File: config.mk
export PLATFORM = sky130hd
export DESIGN_NAME = rr_priority_arbiter
export DESIGN_NICKNAME = d
export VERILOG_FILES = /design/src/rtl/arb_pkg.sv /design/src/rtl/prio_enc_n.sv /design/src/rtl/rr_priority_arbiter.sv
export SDC_FILE = /design/constraint.sdc
export NUM_CORES = 1
export LEC_CHECK = 0
export CORE_ASPECT_RATIO = 1.5
export CORE_MARGIN = 4
export CORE_UTILIZATION = 44
export CTS_CLUSTER_SIZE = 12
export DETAILED_ROUTE_END_ITERATION = 12
export PLACE_DENSITY = 0.82
export SLEW_MARGIN = 25
export SYNTH_ARGS = -nofsm -noshare
export SYNTH_HDL_FRONTEND = slang
export SYNTH_HIERARCHICAL = 1
export SYNTH_SLANG_ARGS = --single-unit
File: constraint.sdc
create_clock -name clk_i -period 2.95 [get_ports clk_i]
set_input_delay 0.4425 -clock clk_i [delete_from_list [all_inputs] [get_ports clk_i]]
set_output_delay 0.4425 -clock clk_i [all_outputs]
set_load 0.01 [all_outputs]
File: src/rtl/arb_pkg.sv
// Shared types and helpers for the round-robin / fixed-priority arbiter.
package arb_pkg;

  typedef enum logic {
    ARB_IDLE = 1'b0,
    ARB_BUSY = 1'b1
  } arb_state_e;

  // Bits strictly below idx set; callers truncate to their own width.
  function automatic logic [63:0] low_mask(input logic [5:0] idx);
    return (64'd1 << idx) - 64'd1;
  endfunction

endpackage

File: src/rtl/prio_enc_n.sv
// Combinational highest-set-bit encoder, N-wide.
module prio_enc_n #(
  parameter int N = 16,
  localparam int W = $clog2(N)
) (
  input  logic [N-1:0] req,
  output logic [W-1:0] idx,
  output logic         valid
);

  always_comb begin
    idx = '0;
    // Ascending scan so the highest set bit is the last one written.
    for (int k = 0; k < N; k++) begin
      if (req[k]) idx = W'(k);
    end
  end

  assign valid = |req;

endmodule

File: src/rtl/rr_priority_arbiter.sv
// N-way arbiter: fixed (highest index) or round-robin priority, grant held
// until release, optional forced release after MAX_HOLD cycles.
module rr_priority_arbiter
  import arb_pkg::*;
#(
  parameter int N        = 16,
  parameter int MAX_HOLD = 0,
  localparam int W       = $clog2(N),
  localparam int CW      = $clog2(MAX_HOLD + 1)
) (
  input  logic         clk_i,
  input  logic         rst_ni,
  input  logic [N-1:0] req_i,
  input  logic         rr_en_i,
  input  logic         release_i,
  output logic [N-1:0] grant_o,
  output logic [W-1:0] grant_idx_o,
  output logic         grant_valid_o,
  output logic         timeout_o
);

  // CW is 0 when the timeout is disabled; keep a 1-bit counter regardless.
  localparam int CWI         = (CW < 1) ? 1 : CW;
  localparam int HOLD_LAST_I = (MAX_HOLD > 0) ? MAX_HOLD - 1 : 0;
  localparam bit HOLD_EN     = (MAX_HOLD > 0);

  arb_state_e     state, state_n;
  logic [W-1:0]   last_idx, last_n;
  logic [CWI-1:0] hold_cnt, hold_n;
  logic [W-1:0]   idx_n;
  logic           valid_n, timeout_n;
  logic [N-1:0]   grant_n;

  logic [N-1:0]   low, masked;
  logic [W-1:0]   m_idx, u_idx, pick_idx;
  logic           m_vld, u_vld;
  logic           timeout_hit, rel;

  assign low    = N'(low_mask(6'(last_idx)));
  assign masked = req_i & low;

  prio_enc_n #(.N(N)) u_enc_masked (.req(masked), .idx(m_idx), .valid(m_vld));
  prio_enc_n #(.N(N)) u_enc_full   (.req(req_i),  .idx(u_idx), .valid(u_vld));

  // Round-robin rotates downward: prefer anything below the last winner, else wrap.
  assign pick_idx    = (rr_en_i && m_vld) ? m_idx : u_idx;
  assign timeout_hit = HOLD_EN && (hold_cnt == CWI'(HOLD_LAST_I)) && !release_i;
  assign rel         = release_i || timeout_hit;

  always_comb begin
    state_n   = state;
    idx_n     = grant_idx_o;
    valid_n   = grant_valid_o;
    last_n    = last_idx;
    hold_n    = hold_cnt;
    timeout_n = 1'b0;
    unique case (state)
      ARB_IDLE: begin
        if (u_vld) begin
          state_n = ARB_BUSY;
          idx_n   = pick_idx;
          valid_n = 1'b1;
          last_n  = pick_idx;
          hold_n  = '0;
        end
      end
      ARB_BUSY: begin
        if (rel) begin
          timeout_n = timeout_hit;
          hold_n    = '0;
          if (u_vld) begin
            idx_n  = pick_idx;
            last_n = pick_idx;
          end else begin
            state_n = ARB_IDLE;
            idx_n   = '0;
            valid_n = 1'b0;
          end
        end else if (hold_cnt != '1) begin
          hold_n = hold_cnt + 1'b1;
        end
      end
      default: state_n = ARB_IDLE;
    endcase
    grant_n = valid_n ? (N'(1) << idx_n) : '0;
  end

  always_ff @(posedge clk_i) begin
    if (!rst_ni) begin
      state         <= ARB_IDLE;
      grant_o       <= '0;
      grant_idx_o   <= '0;
      grant_valid_o <= 1'b0;
      timeout_o     <= 1'b0;
      last_idx      <= '0;
      hold_cnt      <= '0;
    end else begin
      state         <= state_n;
      grant_o       <= grant_n;
      grant_idx_o   <= idx_n;
      grant_valid_o <= valid_n;
      timeout_o     <= timeout_n;
      last_idx      <= last_n;
      hold_cnt      <= hold_n;
    end
  end

endmodule

# Yosys cells after proc, flatten, opt, wreduce, memory -nomap -nowiden
# Cells that the tools add are included.
[totals]
regBits = 26
inputBits = 20
output_inout_bits = 22
[op_classes]
n_addsub = 1
eq_ne = 1
shifts = 2
mux = 45
bitwise = 2
reduce_logical = 4
[ops]
columns = ["operator", "count"]
rows = [
  ["two-way mux 4 bit", 22],
  ["OR reduction 16 bit", 2],
  ["<< shifter 1 x 4 -> 16 bit, first input constant", 2],
  ["two-way mux 3 bit", 8],
  ["bitwise AND 16 bit", 1],
  ["one-hot mux 4 bit (2 select lines)", 2],
  ["subtractor 16 x 1 -> 16 bit, second input constant", 1],
  ["two-way mux 2 bit", 4],
  ["two-way mux 1 bit", 7],
  ["one-hot mux 1 bit (2 select lines)", 2],
  ["!= test 2 bit, second input constant", 1],
  ["AND reduction 2 bit", 1],
  ["logical AND 1 bit", 1],
  ["NOT 1 bit", 1],
]

# Logic depth before layout (Yosys ltp)
[depth]
depth_word = 23
mapped_depth = 17
depth_no_buf = 14

# Cells and area by module
# The synthesis kept the hierarchy.
[modules_own_cells]
columns = ["mod", "n_inst", "cells_each", "area_each_um2"]
rows = [
  ["rr_priority_arbiter", 1, 159, 1318.8],
  ["prio_enc_n", 2, 28, 170.2],
]

# Least setup slack after synthesis
# No wires, ideal clock.
[synth_timing]
path_type = "reg-to-reg"
from = "reg last_idx[1]"
to = "reg grant_o[4]"
setup_time_ps = 65
arrival_ps = 3139
setup_slack_ps = -254
path_stages_with_launch = 18
path_buffers = 3
period_less_slack_ps = 3204
path_cell_list = "dfxtp_1 > clkbuf_1 > nor3_1 > nand2_1 > ha_1 > clkbuf_1 > nor3_1 > a21oi_1 > o21ai_0 > and2_1 > nor4_1 > nand3_1 > or2_1 > buf_2 > a21boi_1 > o211ai_1 > a2111o_1 > nor2_1"
[synth_between]
elab_cells_between_ends = 26
cone_classes = "1 x add/sub; 2 x shift; 20 x mux; 1 x bitwise; 2 x reduce/logical"
[synth_lines]
columns = ["item", "line", "rtl"]
rows = [
  ["from (decl)", "rr_priority_arbiter.sv:28", "logic [W-1:0] last_idx, last_n;"],
  ["from (signal assigned)", "rr_priority_arbiter.sv:103", "last_idx <= last_n;"],
  ["<< shifter 1 x 4 -> 16 bit *", "arb_pkg.sv:11", "return (64'd1 << idx) - 64'd1;"],
  ["subtractor 16 x 1 -> 16 bit *", "arb_pkg.sv:11", ""],
  ["bitwise AND 16 bit *", "rr_priority_arbiter.sv:40", "assign masked = req_i & low;"],
  ["named net masked[6]", "rr_priority_arbiter.sv:34", "logic [N-1:0] low, masked;"],
  ["OR reduction 16 bit *", "prio_enc_n.sv:19", "assign valid = |req;"],
  ["named net m_vld", "rr_priority_arbiter.sv:36", "logic m_vld, u_vld;"],
  ["logical AND 1 bit *", "rr_priority_arbiter.sv:46", "assign pick_idx = (rr_en_i && m_vld) ? m_idx : u_idx;"],
  ["two-way mux 4 bit *", "rr_priority_arbiter.sv:46", ""],
  ["two-way mux 4 bit", "rr_priority_arbiter.sv:71", "if (u_vld) begin"],
  ["two-way mux 4 bit", "rr_priority_arbiter.sv:68", "if (rel) begin"],
  ["one-hot mux 4 bit (2 select lines) *", "rr_priority_arbiter.sv:57", "unique case (state)"],
  ["<< shifter 1 x 4 -> 16 bit *", "rr_priority_arbiter.sv:85", "grant_n = valid_n ? (N'(1) << idx_n) : '0;"],
  ["to (signal assigned)", "rr_priority_arbiter.sv:99", "grant_o <= grant_n;"],
  ["to (decl)", "rr_priority_arbiter.sv:16", "output logic [N-1:0] grant_o,"],
]
# Mark *: on every way through the listed nets, which the timed path passes. The rest lies on a longest branch.
# A chain may end at the register's enable or synchronous reset.

# Worst setup path in the final report
[layout_timing]
from = "reg last_idx[2]"
to = "reg grant_o[5]"
[layout_between]
elab_cells_between_ends = 26
cone_classes = "1 x add/sub; 2 x shift; 20 x mux; 1 x bitwise; 2 x reduce/logical"
[layout_lines]
columns = ["item", "line", "rtl"]
rows = [
  ["<< shifter 1 x 4 -> 16 bit *", "arb_pkg.sv:11", ""],
  ["subtractor 16 x 1 -> 16 bit *", "arb_pkg.sv:11", ""],
  ["bitwise AND 16 bit *", "rr_priority_arbiter.sv:40", ""],
  ["named net masked[6]", "rr_priority_arbiter.sv:34", ""],
  ["two-way mux 3 bit * (2 in series)", "prio_enc_n.sv:15", "if (req[k]) idx = W'(k);"],
  ["two-way mux 4 bit * (8 in series)", "prio_enc_n.sv:15", ""],
  ["named net m_idx[2]", "rr_priority_arbiter.sv:35", "logic [W-1:0] m_idx, u_idx, pick_idx;"],
  ["two-way mux 4 bit *", "rr_priority_arbiter.sv:46", ""],
  ["two-way mux 4 bit", "rr_priority_arbiter.sv:71", ""],
  ["two-way mux 4 bit", "rr_priority_arbiter.sv:68", ""],
  ["one-hot mux 4 bit (2 select lines) *", "rr_priority_arbiter.sv:57", ""],
  ["<< shifter 1 x 4 -> 16 bit *", "rr_priority_arbiter.sv:85", ""],
]
# Marked as above.

==> impl_metrics.env <==
export IMPL_outcome="finished with violations"
export IMPL_violations="setup timing"
export IMPL_rsz0062_at_grt="true"
export IMPL_fin_skew_ps=2.52
export IMPL_numCtsBuffers=3
export IMPL_syn_avg_cell_area_um2=7.72
export IMPL_grt_busiest_layer="met2"
export IMPL_drt_iter0_markers=79
export IMPL_route_detailed_drc=0
export IMPL_synth_cell_types=58
export IMPL_arrival_ps=3240
export IMPL_initial_core_util_pct=45.5
export IMPL_drv_slew=0
export IMPL_hold_path_class="reg2reg"
export IMPL_use_met1_pct=24.5
export IMPL_yosysTopAreaCellShare_pct=31.4
export IMPL_finalHoldViolCount=0
export IMPL_gr_total_overflow=0
export IMPL_synthArstFlopShare_pct=0
export IMPL_path_max_fanout=8
export IMPL_cts_tree="built"
export IMPL_num_rows=27
export IMPL_synthTopCellsByArea="dfxtp_1, nor2_1, nand2_1, nand3_1, a21boi_0"
export IMPL_ys_ff_latch=26
export IMPL_setup_slack_ps=-73.8
export IMPL_drtPass1Iterations=4
export IMPL_port_buffers=40
export IMPL_required_ps=3160
export IMPL_yosysSeqAreaShare_pct=31.4
export IMPL_utilization_pct=71.9
export IMPL_io_pin_count=42
export IMPL_grtUsageMet3_pct=4.04
export IMPL_worstSetupPathType="reg2reg"
export IMPL_fin_crit_sh_pct=103
export IMPL_fp_coreArea_um2=3650
export IMPL_grt_pass1_vias=1982
export IMPL_timing_hold_ws_ps=560
export IMPL_dp_hpwl_um=4180
export IMPL_fin_setup_tns_ps=-341
export IMPL_wire_per_inst_um=17.8
export IMPL_clock_sinks=26
export IMPL_drive_gt1_share_pct=29.1
export IMPL_setup_viol=7
export IMPL_cts_root_buf="clkbuf_8"
export IMPL_vias=1974
export IMPL_dpl_instance_area_um2=2300
export IMPL_timing_fmax_ghz=0.331
export IMPL_syn2layout_area_growth_pct=58.1
export IMPL_antenna_found_initial=0
export IMPL_multi_input_area_um2=1240
export IMPL_power_density_nw_per_um2=444
export IMPL_routed_wl_um=5970
export IMPL_ant_nets=0
export IMPL_crit_path_start_kind="flop"
export IMPL_grt_max_degree=16
export IMPL_grt_usage_pct=24.0
export IMPL_die_w_um=58.1
export IMPL_grt_use_met2_pct=44.2
export IMPL_ir_worst_vdd_uv=455
export IMPL_path_clk_slew_ps=90
export IMPL_die_h_um=83.2
export IMPL_grt_pass1_wl_um=9190
export IMPL_p_leak_nw=1.05
export IMPL_synth_top_flop_cell="dfxtp_1"
export IMPL_fin_crit_ps=3020
export IMPL_clkLatencyLatePin_ps=270
export IMPL_synth_edf_count=0
export IMPL_end_kind="flop"
export IMPL_die_area_um2=4840
export IMPL_cts_buffer_depth=2
export IMPL_regArea_um2=531
export IMPL_synthesis_instances=215
export IMPL_num_nets_final=314
export IMPL_final_area_um2=2620
export IMPL_n_fill_cell=254
export IMPL_syn_area_um2=1660
export IMPL_cts_max_level=1
export IMPL_synth_top_area_cell="dfxtp_1"
export IMPL_ys_warn_count=6
export IMPL_maxCapViolations=0
export IMPL_via_per_inst=5.89
export IMPL_insertedDiodeCount=0
export IMPL_place_congestion=0.959
## power by group
group	switching (W)	leakage, nW	internal [W]
Combinational	0.000233	0.797	0.000246
Clock	0.000111	0.0357	0.000182
Sequential	0.0000212	0.215	0.000372
Total	0.000365	1.05	0.000800
## placed cells by master, fill, tap and decap left out, types with 5 or more instances in the layout
| master | n |
|---|---|
| clkdlybuf4s50_1 | 40 |
| buf_4 | 40 |
| nand2_1 | 14 |
| nor2_1 | 35 |
| nor2b_1 | 6 |
| a21boi_0 | 5 |
| inv_1 | 6 |
| a21boi_1 | 5 |
| dfxtp_1 | 22 |
| a21oi_1 | 6 |
| nand3_1 | 7 |
## cell type report
class	count	share of cell area (%)
Clock buffer	3	1.57
Inverter	6	0.859
Tap cell	43	2.05
Timing Repair Buffer	80	26.7
Sequential cell	26	20.2
Multi-Input combinational cell	176	47.4
Clock inverter	1	1.15
## cells in the mapped netlist (2+ instances only)
cell type / instances
or3b_1: 2
o21ai_0: 3
a21boi_0: 6
a21o_1: 2
o21a_1: 3
xnor2_1: 2
clkbuf_1: 7
dfxtp_1: 26
nor2b_1: 6
nor2_1: 40
and2b_2: 3
nand2_1: 16
nand3_1: 9
a2111o_1: 2
nor4_2: 2
a221o_1: 2
o31ai_1: 4
inv_1: 6
buf_2: 2
nor3_1: 4
or2_1: 3
a21boi_1: 5
a21oi_1: 7
nor4_1: 2
o2111ai_1: 2
or4b_1: 2
and3_1: 5
and2_1: 5
nand2b_1: 4
a311oi_1: 2
o211ai_1: 2
a31oi_1: 3
## path summary, 6_finish.rpt
| path | from | to | slack (ps) | depth (start not counted) |
|---|---|---|---|---|
| setup reg to reg | last_idx[2] | grant_o[5] | -70 | 14 |
| setup / recovery | last_idx[2] | grant_o[5] | -70 | 14 |
| hold / removal | grant_idx_o[0] | grant_idx_o[0] | 560 | 2 |
| hold reg to reg | grant_idx_o[0] | grant_idx_o[0] | 560 | 2 |
## cells by family (layout without fill, tap and decap cells)
family                     Yosys count  after routing  share of synthesized area, %
and+or+nand+nor                    112            113                          35.8
buffers and inverters               17             90                          4.68
muxes                                1              1                         0.829
AOI/OAI and AO/OA                   55             55                          25.3
other                                1              4                         0.226
xor gates and xnor gates             2              2                          1.06
DFF                                 26             26                          31.4
adders and majority gates            1              1                         0.754
## through the flow
step	total power [W]	std cells	worst slack [ps]
detailed placement	0.000763	319	-177
finish	0.00116	335	-73.8
floorplan	0.000604	218	1.94
global route	0.00122	335	-230
global placement	0.000759	319	-97.9
CTS	0.00110	333	-26.9
## flip-flops by register name, summed over array words and instances (netlist names)
signal / count
grant_valid_o: 1
last_idx: 4
grant_idx_o: 4
grant_o: 16
state: 1
## repair_timing
action,in CTS,in global routing
gates cloned,0,1
endpoints found under the setup margin,18,24
hold buffers,0,0
hold endpoints to repair,0,0
pin swaps,10,22
setup buffers,10,1
gates resized for setup,15,24
## worst max-delay path, cell delays in order, from the launching register on
cell	delay, ps
dfxtp_2	350
nor3_4	220
nand2_2	80
ha_4	200
nor3_2	180
a21oi_2	70
o21ai_2	120
and2_4	180
nor4_4	40
or4b_4	490
nand3_1	100
and3_4	200
o211ai_1	140
a2111o_1	460
nor2_1	110
## per-layer routing
| layer | wire length, µm | share of wire, % |
|---|---|---|
| met1 | 2090 | 35 |
| met2 | 3140 | 53 |
| met3 | 357 | 6.0 |
| met4 | 378 | 6.3 |
| met5 | 0 | 0 |
Power figures use the tool's default switching activity.
